===== config.mk =====
export PLATFORM = sky130hd
export DESIGN_NAME = ram_transfer_scheduler_flat
export DESIGN_NICKNAME = d
export VERILOG_FILES = /design/src/rtl/ram_transfer_scheduler_if.sv /design/src/rtl/ram_transfer_scheduler.sv /design/src/flat_wrapper.sv
export SDC_FILE = /design/constraint.sdc
export NUM_CORES = 1
export LEC_CHECK = 0
export ABC_AREA = 1
export ABC_CLOCK_PERIOD_IN_PS = 1200
export CORE_ASPECT_RATIO = 0.8
export CORE_MARGIN = 2
export CORE_UTILIZATION = 36
export DETAILED_ROUTE_END_ITERATION = 10
export PLACE_DENSITY = 0.81
export SYNTH_ARGS = -nofsm -noshare
export SYNTH_HDL_FRONTEND = slang
export SYNTH_SLANG_ARGS = --single-unit
export TNS_END_PERCENT = 100

===== constraint.sdc =====
create_clock -name clk -period 1.2 [get_ports clk]
set_input_delay 0.12 -clock clk [delete_from_list [all_inputs] [get_ports clk]]
set_output_delay 0.12 -clock clk [all_outputs]
set_load 0.02 [all_outputs]

===== src/rtl/ram_transfer_scheduler_if.sv =====
// ----------------------------------------------------------------------------
// ram_transfer_scheduler_if
//
// Bundles the requester-side handshake and the engine-side command bus of the
// RAM transfer scheduler.
//
//   Requester side : req, req_dir, req_rd_addr, req_wr_addr, req_chunks (in),
//                    ack, done, busy, err (out)
//   Engine side    : command, read_write_command, read_address,
//                    write_address, no_of_chunks (out), interupt (in)
//
// Modports:
//   slave  - the scheduler itself (consumes requests, drives the engine)
//   master - the environment (requesters plus the transfer engine)
// ----------------------------------------------------------------------------
interface ram_transfer_scheduler_if #(
    parameter int NUM_REQ = 2,
    parameter int ADDR_W  = 6
);
    logic [NUM_REQ-1:0]        req;
    logic [NUM_REQ-1:0]        req_dir;
    logic [NUM_REQ*ADDR_W-1:0] req_rd_addr;
    logic [NUM_REQ*ADDR_W-1:0] req_wr_addr;
    logic [NUM_REQ*2-1:0]      req_chunks;
    logic [NUM_REQ-1:0]        ack;
    logic [NUM_REQ-1:0]        done;
    logic                      busy;
    logic                      err;
    logic                      command;
    logic                      read_write_command;
    logic [ADDR_W-1:0]         read_address;
    logic [ADDR_W-1:0]         write_address;
    logic [1:0]                no_of_chunks;
    logic                      interupt;

    modport slave (
        input  req, req_dir, req_rd_addr, req_wr_addr, req_chunks, interupt,
        output ack, done, busy, err, command, read_write_command,
               read_address, write_address, no_of_chunks
    );

    modport master (
        output req, req_dir, req_rd_addr, req_wr_addr, req_chunks, interupt,
        input  ack, done, busy, err, command, read_write_command,
               read_address, write_address, no_of_chunks
    );
endinterface


===== src/rtl/ram_transfer_scheduler.sv =====
// ----------------------------------------------------------------------------
// ram_transfer_scheduler
//
// Round-robin arbiter/sequencer in front of the single RAM<->ECC transfer
// engine. One requester is granted at a time; its direction, addresses and
// chunk count are latched into the engine output registers, a one-cycle
// command strobe starts the engine, and the engine's interupt pulse is turned
// into a one-hot done pulse back to the granted requester.
//
// Sequence: IDLE -> ISSUE -> WAIT -> DONE -> GAP -> IDLE
//
// Ports:
//   clk    - system clock, all logic on the rising edge
//   rst_n  - asynchronous active-low reset
//   bus    - ram_transfer_scheduler_if.slave (requests, acks/dones, engine bus)
//
// Optional feature (macro TRANSFER_TIMEOUT_EN):
//   When defined, a watchdog counts WAIT cycles; reaching TIMEOUT_CYCLES
//   without interupt forces DONE with err pulsed alongside done. When not
//   defined, WAIT waits indefinitely and err stays 0.
// ----------------------------------------------------------------------------
module ram_transfer_scheduler #(
    parameter int NUM_REQ        = 2,
    parameter int ADDR_W         = 6,
    parameter int TIMEOUT_CYCLES = 16
) (
    input  logic                     clk,
    input  logic                     rst_n,
    ram_transfer_scheduler_if.slave  bus
);

    localparam int IDX_W = (NUM_REQ > 1) ? $clog2(NUM_REQ) : 1;
    localparam logic [IDX_W:0] NUM_REQ_W = (IDX_W+1)'(NUM_REQ);

    typedef enum logic [2:0] {
        S_IDLE  = 3'd0,
        S_ISSUE = 3'd1,
        S_WAIT  = 3'd2,
        S_DONE  = 3'd3,
        S_GAP   = 3'd4
    } state_t;

    state_t             state_q, state_d;
    logic [IDX_W-1:0]   rr_ptr_q, rr_ptr_d;
    logic [IDX_W-1:0]   gnt_q, gnt_d;
    logic               rw_q, rw_d;
    logic [ADDR_W-1:0]  rd_addr_q, rd_addr_d;
    logic [ADDR_W-1:0]  wr_addr_q, wr_addr_d;
    logic [1:0]         chunks_q, chunks_d;
    logic               err_q, err_d;

    logic               timeout_hit;

    // ------------------------------------------------------------------------
    // Round-robin winner search
    // ------------------------------------------------------------------------
    // The request vector is doubled and rotated so that bit 0 of req_rot is
    // requester rr_ptr; the first set bit then gives the distance from rr_ptr.
    logic [2*NUM_REQ-1:0] req_dbl;
    logic [NUM_REQ-1:0]   req_rot;
    logic [IDX_W-1:0]     win_idx;
    logic                 win_found;
    logic [IDX_W:0]       win_sum;

    always_comb begin
        req_dbl   = {bus.req, bus.req};
        req_rot   = req_dbl[rr_ptr_q +: NUM_REQ];
        win_idx   = '0;
        win_found = 1'b0;
        win_sum   = '0;
        for (int i = 0; i < NUM_REQ; i++) begin
            if (!win_found && req_rot[i]) begin
                win_found = 1'b1;
                win_sum   = {1'b0, rr_ptr_q} + (IDX_W+1)'(i);
                if (win_sum >= NUM_REQ_W) begin
                    win_sum = win_sum - NUM_REQ_W;
                end
                win_idx = win_sum[IDX_W-1:0];
            end
        end
    end

    // Fields of the winning requester, selected with constant slices
    logic              win_dir;
    logic [ADDR_W-1:0] win_rd_addr;
    logic [ADDR_W-1:0] win_wr_addr;
    logic [1:0]        win_chunks;

    always_comb begin
        win_dir     = 1'b0;
        win_rd_addr = '0;
        win_wr_addr = '0;
        win_chunks  = '0;
        for (int i = 0; i < NUM_REQ; i++) begin
            if (win_idx == IDX_W'(i)) begin
                win_dir     = bus.req_dir[i];
                win_rd_addr = bus.req_rd_addr[i*ADDR_W +: ADDR_W];
                win_wr_addr = bus.req_wr_addr[i*ADDR_W +: ADDR_W];
                win_chunks  = bus.req_chunks[i*2 +: 2];
            end
        end
    end

    // Pointer advance: the requester after the current grant gets first look
    logic [IDX_W:0]   gnt_inc;
    logic [IDX_W-1:0] gnt_next;

    always_comb begin
        gnt_inc  = {1'b0, gnt_q} + (IDX_W+1)'(1);
        gnt_next = gnt_inc[IDX_W-1:0];
        if (gnt_inc >= NUM_REQ_W) begin
            gnt_next = '0;
        end
    end

    // ------------------------------------------------------------------------
    // WAIT watchdog
    // ------------------------------------------------------------------------
`ifdef TRANSFER_TIMEOUT_EN
    localparam int CNT_W = $clog2(TIMEOUT_CYCLES + 1);

    logic [CNT_W-1:0] tmo_cnt_q, tmo_cnt_d;

    // Cleared while in ISSUE so the first WAIT cycle sees zero; the limit is
    // hit on the TIMEOUT_CYCLES-th WAIT cycle, so DONE lands exactly
    // TIMEOUT_CYCLES cycles after WAIT was entered.
    always_comb begin
        tmo_cnt_d = tmo_cnt_q;
        if (state_q == S_ISSUE) begin
            tmo_cnt_d = '0;
        end else if (state_q == S_WAIT) begin
            tmo_cnt_d = tmo_cnt_q + CNT_W'(1);
        end
    end

    always_ff @(posedge clk or negedge rst_n) begin
        if (!rst_n) begin
            tmo_cnt_q <= '0;
        end else begin
            tmo_cnt_q <= tmo_cnt_d;
        end
    end

    assign timeout_hit = (state_q == S_WAIT) &&
                         (tmo_cnt_q == CNT_W'(TIMEOUT_CYCLES - 1));
`else
    logic unused_timeout_cfg;
    assign unused_timeout_cfg = (TIMEOUT_CYCLES == 0);
    assign timeout_hit        = 1'b0;
`endif

    // ------------------------------------------------------------------------
    // Next-state logic
    // ------------------------------------------------------------------------
    always_comb begin
        state_d   = state_q;
        rr_ptr_d  = rr_ptr_q;
        gnt_d     = gnt_q;
        rw_d      = rw_q;
        rd_addr_d = rd_addr_q;
        wr_addr_d = wr_addr_q;
        chunks_d  = chunks_q;
        err_d     = 1'b0;

        case (state_q)
            S_IDLE: begin
                if (win_found) begin
                    gnt_d     = win_idx;
                    rw_d      = win_dir;
                    rd_addr_d = win_rd_addr;
                    wr_addr_d = win_wr_addr;
                    chunks_d  = win_chunks;
                    state_d   = S_ISSUE;
                end
            end
            S_ISSUE: begin
                rr_ptr_d = gnt_next;
                state_d  = S_WAIT;
            end
            S_WAIT: begin
                // A real completion takes priority over a coincident timeout
                if (bus.interupt) begin
                    state_d = S_DONE;
                end else if (timeout_hit) begin
                    state_d = S_DONE;
                    err_d   = 1'b1;
                end
            end
            S_DONE: begin
                state_d = S_GAP;
            end
            S_GAP: begin
                // Gives the engine its write-disable/clear cycle before the
                // next command can be issued.
                state_d = S_IDLE;
            end
            default: begin
                state_d = S_IDLE;
            end
        endcase
    end

    // ------------------------------------------------------------------------
    // State and engine output registers
    // ------------------------------------------------------------------------
    always_ff @(posedge clk or negedge rst_n) begin
        if (!rst_n) begin
            state_q   <= S_IDLE;
            rr_ptr_q  <= '0;
            gnt_q     <= '0;
            rw_q      <= 1'b0;
            rd_addr_q <= '0;
            wr_addr_q <= '0;
            chunks_q  <= '0;
            err_q     <= 1'b0;
        end else begin
            state_q   <= state_d;
            rr_ptr_q  <= rr_ptr_d;
            gnt_q     <= gnt_d;
            rw_q      <= rw_d;
            rd_addr_q <= rd_addr_d;
            wr_addr_q <= wr_addr_d;
            chunks_q  <= chunks_d;
            err_q     <= err_d;
        end
    end

    // ------------------------------------------------------------------------
    // Outputs
    // ------------------------------------------------------------------------
    // ack only in ISSUE and done only in DONE, so they can never coincide.
    always_comb begin
        bus.ack  = '0;
        bus.done = '0;
        for (int i = 0; i < NUM_REQ; i++) begin
            bus.ack[i]  = (state_q == S_ISSUE) && (gnt_q == IDX_W'(i));
            bus.done[i] = (state_q == S_DONE)  && (gnt_q == IDX_W'(i));
        end
    end

    assign bus.command            = (state_q == S_ISSUE);
    assign bus.busy               = (state_q != S_IDLE);
    assign bus.err                = err_q;
    assign bus.read_write_command = rw_q;
    assign bus.read_address       = rd_addr_q;
    assign bus.write_address      = wr_addr_q;
    assign bus.no_of_chunks       = chunks_q;

endmodule


===== src/flat_wrapper.sv =====
// flat-port wrapper written by rule: the top's interface ports become plain ports
module ram_transfer_scheduler_flat 
#(
    parameter int NUM_REQ        = 2,
    parameter int ADDR_W         = 6,
    parameter int TIMEOUT_CYCLES = 16
)
  (clk, rst_n, bus_req, bus_req_dir, bus_req_rd_addr, bus_req_wr_addr, bus_req_chunks, bus_interupt, bus_ack, bus_done, bus_busy, bus_err, bus_command, bus_read_write_command, bus_read_address, bus_write_address, bus_no_of_chunks);
  ram_transfer_scheduler_if #(.NUM_REQ(NUM_REQ), .ADDR_W(ADDR_W)) bus_i ();
  input  logic clk;
  input  logic rst_n;
  input wire logic [$bits(bus_i.req)-1:0] bus_req;
  input wire logic [$bits(bus_i.req_dir)-1:0] bus_req_dir;
  input wire logic [$bits(bus_i.req_rd_addr)-1:0] bus_req_rd_addr;
  input wire logic [$bits(bus_i.req_wr_addr)-1:0] bus_req_wr_addr;
  input wire logic [$bits(bus_i.req_chunks)-1:0] bus_req_chunks;
  input wire logic [$bits(bus_i.interupt)-1:0] bus_interupt;
  output wire logic [$bits(bus_i.ack)-1:0] bus_ack;
  output wire logic [$bits(bus_i.done)-1:0] bus_done;
  output wire logic [$bits(bus_i.busy)-1:0] bus_busy;
  output wire logic [$bits(bus_i.err)-1:0] bus_err;
  output wire logic [$bits(bus_i.command)-1:0] bus_command;
  output wire logic [$bits(bus_i.read_write_command)-1:0] bus_read_write_command;
  output wire logic [$bits(bus_i.read_address)-1:0] bus_read_address;
  output wire logic [$bits(bus_i.write_address)-1:0] bus_write_address;
  output wire logic [$bits(bus_i.no_of_chunks)-1:0] bus_no_of_chunks;
  assign bus_i.req = bus_req;
  assign bus_i.req_dir = bus_req_dir;
  assign bus_i.req_rd_addr = bus_req_rd_addr;
  assign bus_i.req_wr_addr = bus_req_wr_addr;
  assign bus_i.req_chunks = bus_req_chunks;
  assign bus_i.interupt = bus_interupt;
  assign bus_ack = bus_i.ack;
  assign bus_done = bus_i.done;
  assign bus_busy = bus_i.busy;
  assign bus_err = bus_i.err;
  assign bus_command = bus_i.command;
  assign bus_read_write_command = bus_i.read_write_command;
  assign bus_read_address = bus_i.read_address;
  assign bus_write_address = bus_i.write_address;
  assign bus_no_of_chunks = bus_i.no_of_chunks;
  ram_transfer_scheduler #(.NUM_REQ(NUM_REQ), .ADDR_W(ADDR_W), .TIMEOUT_CYCLES(TIMEOUT_CYCLES)) u_core (.clk(clk), .rst_n(rst_n), .bus(bus_i));
endmodule

* Word level (Yosys, flattened, before mapping) *
Cells that the tools add are included.

cells by class
  muxes and demuxes = 14
  shift-type cells = 1
  add/subtract/negate cells = 4
  reduce and logical (&&, ||, !) cells = 10
  bitwise logic cells = 1
  order comparisons = 3
  equality and inequality tests = 5

operators with widths
  cell                                                                     number
  6-bit two-way mux                                                        2
  3-bit one-hot mux with 4 select lines                                    1
  1-bit two-way mux                                                        8
  3-bit by 2-bit equality test with 1-bit output, second input constant    2
  3-bit two-way mux                                                        2
  1-bit logical AND                                                        5
  1-bit by 1-bit adder with 2-bit output, second input constant            2
  2-bit >= comparator, second input constant                               2
  2-bit AND reduction                                                      2
  4-bit by 2-bit indexed part select with 2-bit output                     1
  3-bit by 1-bit equality test with 1-bit output, second input constant    1
  3-bit logical NOT                                                        1
  3-bit nonzero test                                                       1
  1-bit by 2-bit >= comparator with 1-bit output, second input constant    1
  2-bit two-way mux                                                        1
  2-bit by 1-bit inequality test with 1-bit output, second input constant  1
  2-bit inequality test, second input constant                             1
  1-bit subtractor, second input constant                                  2
  1-bit logical NOT                                                        1
  1-bit NOT                                                                1

storage, ports and cells
  flip-flop bits (word level) = 20
  output and inout bits = 22
  bits of input ports = 35
  logic and storage cells = 45

* Logic depth before layout (Yosys ltp) *
Gate-level depths: netlist of run 1.

  word-level depth = 7
  mapped depth = 7

* Least setup slack after synthesis of run 1 *
Ideal clock, no wire load.

  path kind = reg-to-reg
  from = register u_core.state_q[2]
  to = register u_core.chunks_q[0], in the netlist u_core.bus.no_of_chunks[0]
  data required time = 1082 ps
  path slack = -37 ps
  arrival = 1119 ps
  path buffers = 1
  cell stages (with the launch flop) = 8
  cell sequence = dfrtp_1 > nor2_4 > nand2_2 > nor2_8 > inv_2 > buf_6 > nand2_1 > nand2_1

between the ends
  word-level cells in the longest chain between the ends = 2

RTL lines
  item                                  RTL line                       RTL
  start: declaration                    ram_transfer_scheduler.sv:43   state_t state_q, state_d;
  start signal: assignment              ram_transfer_scheduler.sv:217  state_q <= state_d;
  3-bit logical NOT                     ram_transfer_scheduler.sv:165  case (state_q)
  2-bit AND reduction (no source line)  -
  end signal: assignment                ram_transfer_scheduler.sv:223  chunks_q <= chunks_d;
  end: declaration                      ram_transfer_scheduler.sv:49   logic [1:0] chunks_q, chunks_d;

No other way between the ends.
A chain may end at the register's enable or synchronous reset.

* Worst setup path after layout of run 1 *
  from = register u_core.state_q[0]
  to = output bus_busy

between the ends
  word-level cells in the longest chain between the ends = 1

RTL lines
  item                RTL line                       RTL
  3-bit nonzero test  ram_transfer_scheduler.sv:242  assign bus.busy = (state_q != S_IDLE);
  end: declaration    flat_wrapper.sv:20             output wire logic [$bits(bus_i.busy)-1:0] bus_busy;

No other way between the ends.

==> impl_table.tex, run 1 <==
\begin{tabular}{lr}
\hline
Metric & Value \\
\hline
\multicolumn{2}{l}{\textbf{Detailed routing}} \\
Total iterations of the first detailed-routing run & 4 \\
Number of routed nets with antenna violations & 0 \\
Final routed DRC violation total & 0 \\
Via density per instance & 4.41 \\
Final wirelength & 3080 um \\
Starting DRC count in detailed routing & 51 \\
Via Count & between 1000 and 1500 \\
Wire length per cell & 11.4 um \\
\multicolumn{2}{l}{\textbf{Global route}} \\
Wire length of the first global-routing pass & $\sim$4800 um \\
Number of global-route vias before repair & 1041 \\
Grt total ovfl & 0 \\
Global router's overall resource usage & 17.9\% \\
Initial antenna violation count & 0 \\
Maximum number of pins on one net before global-route repair & 21 \\
\multicolumn{2}{l}{\textbf{Floorplanning}} \\
Die ar. & 3630 um\^{}2 \\
Top-level I/O count & 57 \\
Std-Cell Rows & 18 \\
Die span in x & 66.9 um \\
Initial core utilization & 37.2\% \\
Chip height & 54.3 um \\
Area of the core & 3060 um\^{}2 \\
\multicolumn{2}{l}{\textbf{Timing}} \\
Post-route minimum period & 1.37 ns \\
Fin. Hold Viols & 0 \\
Total negative slack for setup checks & -2.73 ns \\
Pins over their slew limit & 0 \\
Maximum clock frequency & 730 MHz \\
Unrepaired setup endpoints after global routing & true \\
Hold slack & 0.199 ns \\
Minimum setup slack in the final design & -0.170 ns \\
Setup violations, final & 22 \\
Worst-case clock skew & 0.00273 ns \\
Period utilisation layout & 114\% \\
\multicolumn{2}{l}{\textbf{Logic synthesis}} \\
Leading cell type by number of instances after synthesis & sky130\_fd\_sc\_hd\_\_nand2\_1 \\
Number of flops mapped to enable cells by yosys & 0 \\
Most used DFF post-synth & sky130\_fd\_sc\_hd\_\_dfrtp\_1 \\
Count of different cell masters after synthesis & 16 \\
Portion of the post-synthesis area used by sequential elements & 44.0\% \\
Syn Inst Count & 162 \\
Post-Syn Area per Cell & 7.03 um\^{}2 \\
Synth async-reset ratio & 100\% \\
Synth top area share & 44.0\% \\
Leading cell types by count after synthesis & sky130\_fd\_sc\_hd\_\_nand2\_1 (47), sky130\_fd\_sc\_hd\_\_inv\_1 (38), sky130\_fd\_sc\_hd\_\_nand3\_1 (33) \\
Biggest area contributors in the synthesized netlist & sky130\_fd\_sc\_hd\_\_dfrtp\_1 (44\%), sky130\_fd\_sc\_hd\_\_nand2\_1 (15\%), sky130\_fd\_sc\_hd\_\_nand3\_1 (15\%) \\
Synthesis-stage register bit count & 20 \\
Top cell type by total area after synthesis & sky130\_fd\_sc\_hd\_\_dfrtp\_1 \\
Netlist Area Pre-Place & approximately 1100 um\^{}2 \\
Number of synthesis warnings & 0 \\
Total nets after synthesis & between 150 and 200 \\
\multicolumn{2}{l}{\textbf{Finish}} \\
Area of all placed cells without fillers & 1960 um\^{}2 \\
Ratio of cells with drive above 1 in the final layout & 19.7\% \\
Layout net count & around 270 \\
Synth-to-Final Area Change & 71.9\% \\
Antenna diode instance count & 0 \\
\multicolumn{2}{l}{\textbf{Setup path}} \\
Critical path peak fanout & 4 \\
Required time of the worst setup path & 1.08 ns \\
Critical path depth & 5 \\
CP Cell Sequence & buf\_6 -> nor2\_4 -> nand2\_4 -> buf\_4 -> buf\_6 \\
Cell family with the largest share of critical-path delay & flip-flops \\
Capture instance of the worst register-to-register path & u\_core.bus.write\_address[4] \\
Worst reg-to-reg setup slack & -0.17 ns \\
Beginning of the critical path & u\_core.state\_q[0] \\
Arrival time at the worst endpoint & roughly 1.3 ns \\
Most frequent cell on the critical path & sky130\_fd\_sc\_hd\_\_buf\_6 \\
Start of the worst register-to-register path & u\_core.state\_q[0] \\
Worst path buffer plus inverter count & 3 \\
Type of destination of the critical path & output pin \\
Worst setup path endpoint & bus\_busy \\
Crit-path max cell delay & around 0.4 ns \\
Depth of the most critical reg-to-reg path & 8 \\
Slowest stage cell, crit path & sky130\_fd\_sc\_hd\_\_dfrtp\_1 \\
Critical path type & reg2out \\
Startpoint type of the worst setup path & flip-flop \\
\multicolumn{2}{l}{\textbf{Placed design}} \\
Placed instance area & approximately 1800 um\^{}2 \\
Count of port buffers added during placement & 55 \\
Last weighted congestion value of the routability-driven placer & a little under 0.8 \\
DP Wirelength & 2170 um \\
Worst slack at placement & -0.342 ns \\
\multicolumn{2}{l}{\textbf{Clocking}} \\
CTS Root Cell & sky130\_fd\_sc\_hd\_\_clkbuf\_8 \\
Hold Buf Count CTS & 0 \\
Depth of the CTS H-tree & 1 \\
Clock input transition at the sequential cells of the worst setup and hold paths & 0.07 ns \\
Clock latency at the later pin of the worst-skew pair & 0.25 ns \\
Number of buffers between clock root and the deepest sink & 2 \\
Number of buffers created by CTS & 3 \\
CTS tree & built \\
Number of sinks on the clock net & 20 \\
\multicolumn{2}{l}{\textbf{Outcome}} \\
Violations in the final reports & negative setup slack \\
Status & finished, violations left \\
\multicolumn{2}{l}{\textbf{Worst hold path}} \\
Class of the worst hold path & in2async \\
\multicolumn{2}{l}{\textbf{Power}} \\
Leakage & 1.08 nW \\
Ratio of total power to cell area & 2290 nW/um\^{}2 \\
Peak VDD IR & 1.13 mV \\
\multicolumn{2}{l}{\textbf{Flow run}} \\
Number of maximum-capacitance constraint violations & 0 \\
\hline
\end{tabular}
[kinds of logic after synthesis]
family,after synthesis,synth area share [%]
and+or+nand+nor,91,37.0
buffers and inverters,46,16.9
DFF,20,44.0
AOI/OAI and AO/OA,4,1.76
other,1,0.329
[registers in the layout (all words and copies together) (netlist names)]
name	flops
u_core.bus.read_address	6
u_core.bus.write_address	6
u_core.bus.no_of_chunks	2
u_core.state_q	3
u_core.rr_ptr_q	1
u_core.gnt_q	1
u_core.bus.read_write_command	1
[worst reg2reg max path, stage by stage, from the launching register on]
cell and delay [ns]:
sky130_fd_sc_hd__dfrtp_1 0.40, sky130_fd_sc_hd__buf_6 0.12, sky130_fd_sc_hd__nor2_4 0.15, sky130_fd_sc_hd__nand2_4 0.06
sky130_fd_sc_hd__buf_6 0.13, sky130_fd_sc_hd__nor2_8 0.14, sky130_fd_sc_hd__clkbuf_16 0.18, sky130_fd_sc_hd__nand3_1 0.07
sky130_fd_sc_hd__nand2_1 0.06
[area by class of cell]
cell class,instances,area [um^2]
Multi-Input combinational cell,96,515
Clock inverter,1,30.0
Clock buffer,3,41.3
Timing Repair Buffer,70,668
Fill cell,287,1110
Sequential cell,20,500
Inverter,39,151
Tap cell,40,50.0
[metrics by stage]
step,power (mW),std cells,util (%)
floorplan,2.53,162,-
global placement,3.66,262,58.8
detailed placement,3.71,262,58.8
CTS,4.39,268,62.1
global route,4.82,269,63.9
finish,4.48,269,63.9
[placed cells by master, fill, tap and decap left out]
cell / netlist / final
sky130_fd_sc_hd__nand2_1: 47 / 46
sky130_fd_sc_hd__inv_1: 38 / 37
sky130_fd_sc_hd__clkdlybuf4s50_1: 0 / 34
sky130_fd_sc_hd__nand3_1: 33 / 24
sky130_fd_sc_hd__dfrtp_1: 20 / 20
sky130_fd_sc_hd__buf_4: 3 / 15
sky130_fd_sc_hd__dlygate4sd2_1: 0 / 15
sky130_fd_sc_hd__nand3_2: 0 / 8
sky130_fd_sc_hd__nor2_4: 2 / 3
sky130_fd_sc_hd__nor2_1: 5 / 3
sky130_fd_sc_hd__nand2_2: 3 / 3
sky130_fd_sc_hd__clkbuf_8: 0 / 3
sky130_fd_sc_hd__buf_6: 1 / 3
sky130_fd_sc_hd__o21ai_0: 3 / 2
sky130_fd_sc_hd__inv_2: 1 / 1
sky130_fd_sc_hd__nand3_4: 0 / 1
sky130_fd_sc_hd__nand2_4: 0 / 1
sky130_fd_sc_hd__nor2_2: 0 / 1
sky130_fd_sc_hd__nor2_8: 1 / 1
sky130_fd_sc_hd__inv_6: 0 / 1
sky130_fd_sc_hd__o21ai_1: 0 / 1
sky130_fd_sc_hd__a21oi_1: 1 / 1
sky130_fd_sc_hd__conb_1: 1 / 1
sky130_fd_sc_hd__bufinv_16: 0 / 1
sky130_fd_sc_hd__clkbuf_16: 0 / 1
sky130_fd_sc_hd__buf_2: 1 / 1
sky130_fd_sc_hd__buf_12: 0 / 1
[routing by layer]
| layer | global-route usage (%) | vias up | wire length, um |
|---|---|---|---|
| li1 | - | 612 | - |
| met1 | 21.1 | 542 | 1360 |
| met2 | 31.8 | 29 | 1550 |
| met3 | 4.94 | 2 | 150 |
| met4 | 6.46 | 0 | 21 |
| met5 | 0 | - | 0 |
[repair_timing]
| item | in CTS | in global routing |
|---|---|---|
| gates cloned | 1 | 0 |
| resized for setup | 54 | 13 |
| pin swaps | 1 | 1 |
| setup buffers | 1 | 1 |
| endpoints found under the setup margin | 37 | 22 |
[report_power, final]
group          switching, mW  internal, mW
registers              0.173          1.01
logic                   1.48          1.16
clock network          0.215         0.445
total                   1.87          2.62
[worst min-delay path by stage]
stage / to / cells after the start / slack, ns
2_1_floorplan: u_core.bus.no_of_chunks[0] / 0 / -0.18
3_3_place_gp: u_core.bus.write_address[2] / 2 / 0.46
3_5_place_dp: u_core.bus.write_address[2] / 2 / 0.47
4_1_cts: u_core.bus.write_address[2] / 2 / 0.20
5_1_grt: u_core.bus.write_address[2] / 2 / 0.22
6_report: u_core.bus.write_address[2] / 2 / 0.20
Note: power is estimated with default switching activity, not from simulation.
==> inputs of run 2 (changes only) <==
==> constraint.sdc (replaced) <==
create_clock -name clk -period 1.2 [get_ports clk]
set_input_delay 0.24 -clock clk [delete_from_list [all_inputs] [get_ports clk]]
set_output_delay 0.24 -clock clk [all_outputs]
set_load 0.02 [all_outputs]
==> run 2 against run 1 <==
Against the previous run:
- the flow still finishes with violations (negative setup slack)
- final cell count increased by 1.5%
- global-route usage decreased by 0.35 points
- highest routed layer unchanged
- largest cell class unchanged
- critical path depth increased by 3
- critical endpoint is now u_core.bus.write_address[0]
- clock power increased by 2%
- non-clock buffer count increased by 4
- sequential share of layout area decreased by 0.85 points
==> impl_table.tex, run 2 (synthesized netlist as in run 1, its figures left out) <==
\begin{tabular}{lr}
\hline
Metric & Value \\
\hline
\multicolumn{2}{l}{\textbf{Setup path}} \\
Depth of the most critical reg-to-reg path & 8 (unchanged) \\
Most frequent cell on the critical path & sky130\_fd\_sc\_hd\_\_buf\_6 \\
Critical path type & reg2reg \\
Type of destination of the critical path & flip-flop \\
Startpoint type of the worst setup path & flip-flop \\
Cell family with the largest share of critical-path delay & simple AND/OR/NAND/NOR gates \\
Slowest stage cell, crit path & sky130\_fd\_sc\_hd\_\_dfrtp\_2 \\
CP Cell Sequence & buf\_6 -> nor2\_4 -> nand2\_4 -> buf\_6 -> nor2\_8 -> clkbuf\_16 -> nand3\_2 -> nand2\_1 \\
Arrival time at the worst endpoint & 1.60 ns (+0.35 ns) \\
Critical path peak fanout & 8 (+4) \\
Required time of the worst setup path & 1.40 ns (+0.32 ns) \\
Crit-path max cell delay & 0.44 ns (+0.04 ns) \\
Critical path depth & 8 (+3) \\
Worst path buffer plus inverter count & 3 (unchanged) \\
\multicolumn{2}{l}{\textbf{Clocking}} \\
Clock input transition at the sequential cells of the worst setup and hold paths & 0.08 ns (about the same) \\
CTS tree & built \\
Depth of the CTS H-tree & 1 (unchanged) \\
CTS Root Cell & sky130\_fd\_sc\_hd\_\_clkbuf\_8 \\
Number of buffers created by CTS & 3 (unchanged) \\
Clock latency at the later pin of the worst-skew pair & 0.26 ns (about the same) \\
Number of sinks on the clock net & 20 (unchanged) \\
Number of buffers between clock root and the deepest sink & 2 (unchanged) \\
\multicolumn{2}{l}{\textbf{Finish}} \\
Synth-to-Final Area Change & 78.2\% \\
Antenna diode instance count & 0 (unchanged) \\
Highest-count cells in the layout ignoring fill and taps & sky130\_fd\_sc\_hd\_\_nand2\_1 (46), sky130\_fd\_sc\_hd\_\_inv\_1 (35), sky130\_fd\_sc\_hd\_\_clkdlybuf4s50\_1 (33) \\
Layout net count & 269 (+1.5\%) \\
Commonest non-fill, non-tap cell in the layout & sky130\_fd\_sc\_hd\_\_nand2\_1 \\
Ratio of cells with drive above 1 in the final layout & 28.8\% (+9.1 points) \\
\multicolumn{2}{l}{\textbf{Worst hold path}} \\
Class of the worst hold path & in2async \\
\multicolumn{2}{l}{\textbf{Power}} \\
Switching part of the total & 42.4\% (+0.76 points) \\
Share of power burned in combinational logic & 59.7\% (+0.9 points) \\
Switching component of the power & 2.00 mW (+7.1\%) \\
Reg power frac & 26.0\% (-0.5 points) \\
Leakage & 1.11 nW (+2.4\%) \\
Final total power & 4.72 mW (+5.2\%) \\
Internal power of the cells & 2.72 mW (+3.8\%) \\
Peak VDD IR & 1.07 mV (-4.7\%) \\
Clock network power share & 14.3\% (-0.4 points) \\
Ratio of total power to cell area & 2320 nW/um\^{}2 (+1.4\%) \\
\multicolumn{2}{l}{\textbf{Timing}} \\
Period utilisation layout & 117\% (+2.6 points) \\
Fin. Hold Viols & 0 (unchanged) \\
Setup violations, final & 22 (unchanged) \\
Unrepaired setup endpoints after global routing & true \\
Maximum clock frequency & 713 MHz (-2.2\%) \\
Minimum setup slack in the final design & -0.202 ns (-0.0315 ns) \\
Pins over their slew limit & 0 (unchanged) \\
Worst-case clock skew & 0.00451 ns (+0.00178 ns) \\
Post-route minimum period & 1.40 ns (+0.0315 ns) \\
Total negative slack for setup checks & -3.76 ns (-1.03 ns) \\
\multicolumn{2}{l}{\textbf{Floorplanning}} \\
Chip height & 54.3 um (unchanged) \\
Area of the core & 3060 um\^{}2 (unchanged) \\
Initial core utilization & 37.2\% (unchanged) \\
Die ar. & 3630 um\^{}2 (unchanged) \\
Std-Cell Rows & 18 (unchanged) \\
Die span in x & 66.9 um (unchanged) \\
Top-level I/O count & 57 (unchanged) \\
\multicolumn{2}{l}{\textbf{Detailed routing}} \\
Final routed DRC violation total & 0 (unchanged) \\
Number of routed nets with antenna violations & 0 (unchanged) \\
Total iterations of the first detailed-routing run & 4 (unchanged) \\
Via Count & 1208 (+1.9\%) \\
Wire length per cell & 11.2 um (-1.9\%) \\
Final wirelength & 3070 um (-0.45\%) \\
Starting DRC count in detailed routing & 40 (-22\%) \\
Via density per instance & 4.42 (+0.45\%) \\
\multicolumn{2}{l}{\textbf{Placed design}} \\
Worst slack at placement & -0.448 ns (-0.106 ns) \\
Count of port buffers added during placement & 55 (unchanged) \\
Last weighted congestion value of the routability-driven placer & 0.744 (-3.7\%) \\
DP Wirelength & 2180 um (+0.28\%) \\
\multicolumn{2}{l}{\textbf{Global route}} \\
Initial antenna violation count & 0 (unchanged) \\
Global router's overall resource usage & 17.6\% (-0.35 points) \\
Grt total ovfl & 0 (unchanged) \\
Maximum number of pins on one net before global-route repair & 21 (unchanged) \\
Wire length of the first global-routing pass & 4590 um (-4.0\%) \\
Number of global-route vias before repair & 1013 (-2.7\%) \\
\multicolumn{2}{l}{\textbf{Flow run}} \\
Number of maximum-capacitance constraint violations & 0 (unchanged) \\
\multicolumn{2}{l}{\textbf{Outcome}} \\
Violations in the final reports & negative setup slack \\
Status & finished, violations left \\
\hline
\end{tabular}
run 2: metrics by stage:
| stage | utilization (%) | cells | area (um^2) | hold WS (ns) |
|---|---|---|---|---|
| after global routing | 66.3 | 273 | 2030 | 0.338 |
| after CTS | 65.2 | 272 | 2000 | 0.317 |
| after global placement | 60.2 | 266 | 1840 | 0.463 |
| final | 66.3 | 273 | 2030 | 0.316 |
| after detailed placement | 60.2 | 266 | 1840 | 0.466 |
| after floorplan | - | 162 | 1140 | -0.0556 |
run 2: power groups by stage:
| stage | sequential (mW) | clock [mW] | combinational [mW] |
|---|---|---|---|
| 3_3_place_gp | 1.19 | 0 | 2.53 |
| 6_report | 1.23 | 0.672 | 2.82 |
| 3_5_place_dp | 1.20 | 0 | 2.59 |
| 2_1_floorplan | 1.51 | 0 | 1.02 |
| 4_1_cts | 1.22 | 0.678 | 2.76 |
| 5_1_grt | 1.27 | 0.733 | 3.05 |
run 2: what timing repair did:
action / 4_1_cts / 5_1_grt
gates cloned: 1 / 0
setup endpoints to repair: 37 / 37
pin swaps: 4 / 8
resized for setup: 77 / 35
buffers inserted: 1 / 1
hold buffers: 0 / 0
run 2: path summary, 6_finish.rpt:
kind	slack (ns)	from	end
worst min register to register	0.48	u_core.bus.no_of_chunks[0]	u_core.bus.no_of_chunks[0]
worst max-delay path	-0.20	u_core.state_q[0]	u_core.bus.write_address[0]
min in group clk	0.48	u_core.bus.no_of_chunks[0]	u_core.bus.no_of_chunks[0]
worst max register to register	-0.20	u_core.state_q[0]	u_core.bus.write_address[0]
worst min-delay path	0.32	rst_n	u_core.bus.write_address[2]
max in group asynchronous	0.66	rst_n	u_core.state_q[0]
run 2: final cells by class:
class / instances / area (um^2)
multi-input cells: 96 / 554
repair buffers: 74 / 701
fillers: 274 / 1030
inverters: 39 / 151
well taps: 40 / 50.0
flip-flops and latches: 20 / 502
clock buffers: 3 / 41.3
clock inverters: 1 / 30.0
run 2: per-layer routing:
metal	global-route usage (%)	share of wire, %
met2	30.7	51
met5	0	0
met3	4.94	4.7
met1	21.2	43
met4	5.78	1.1
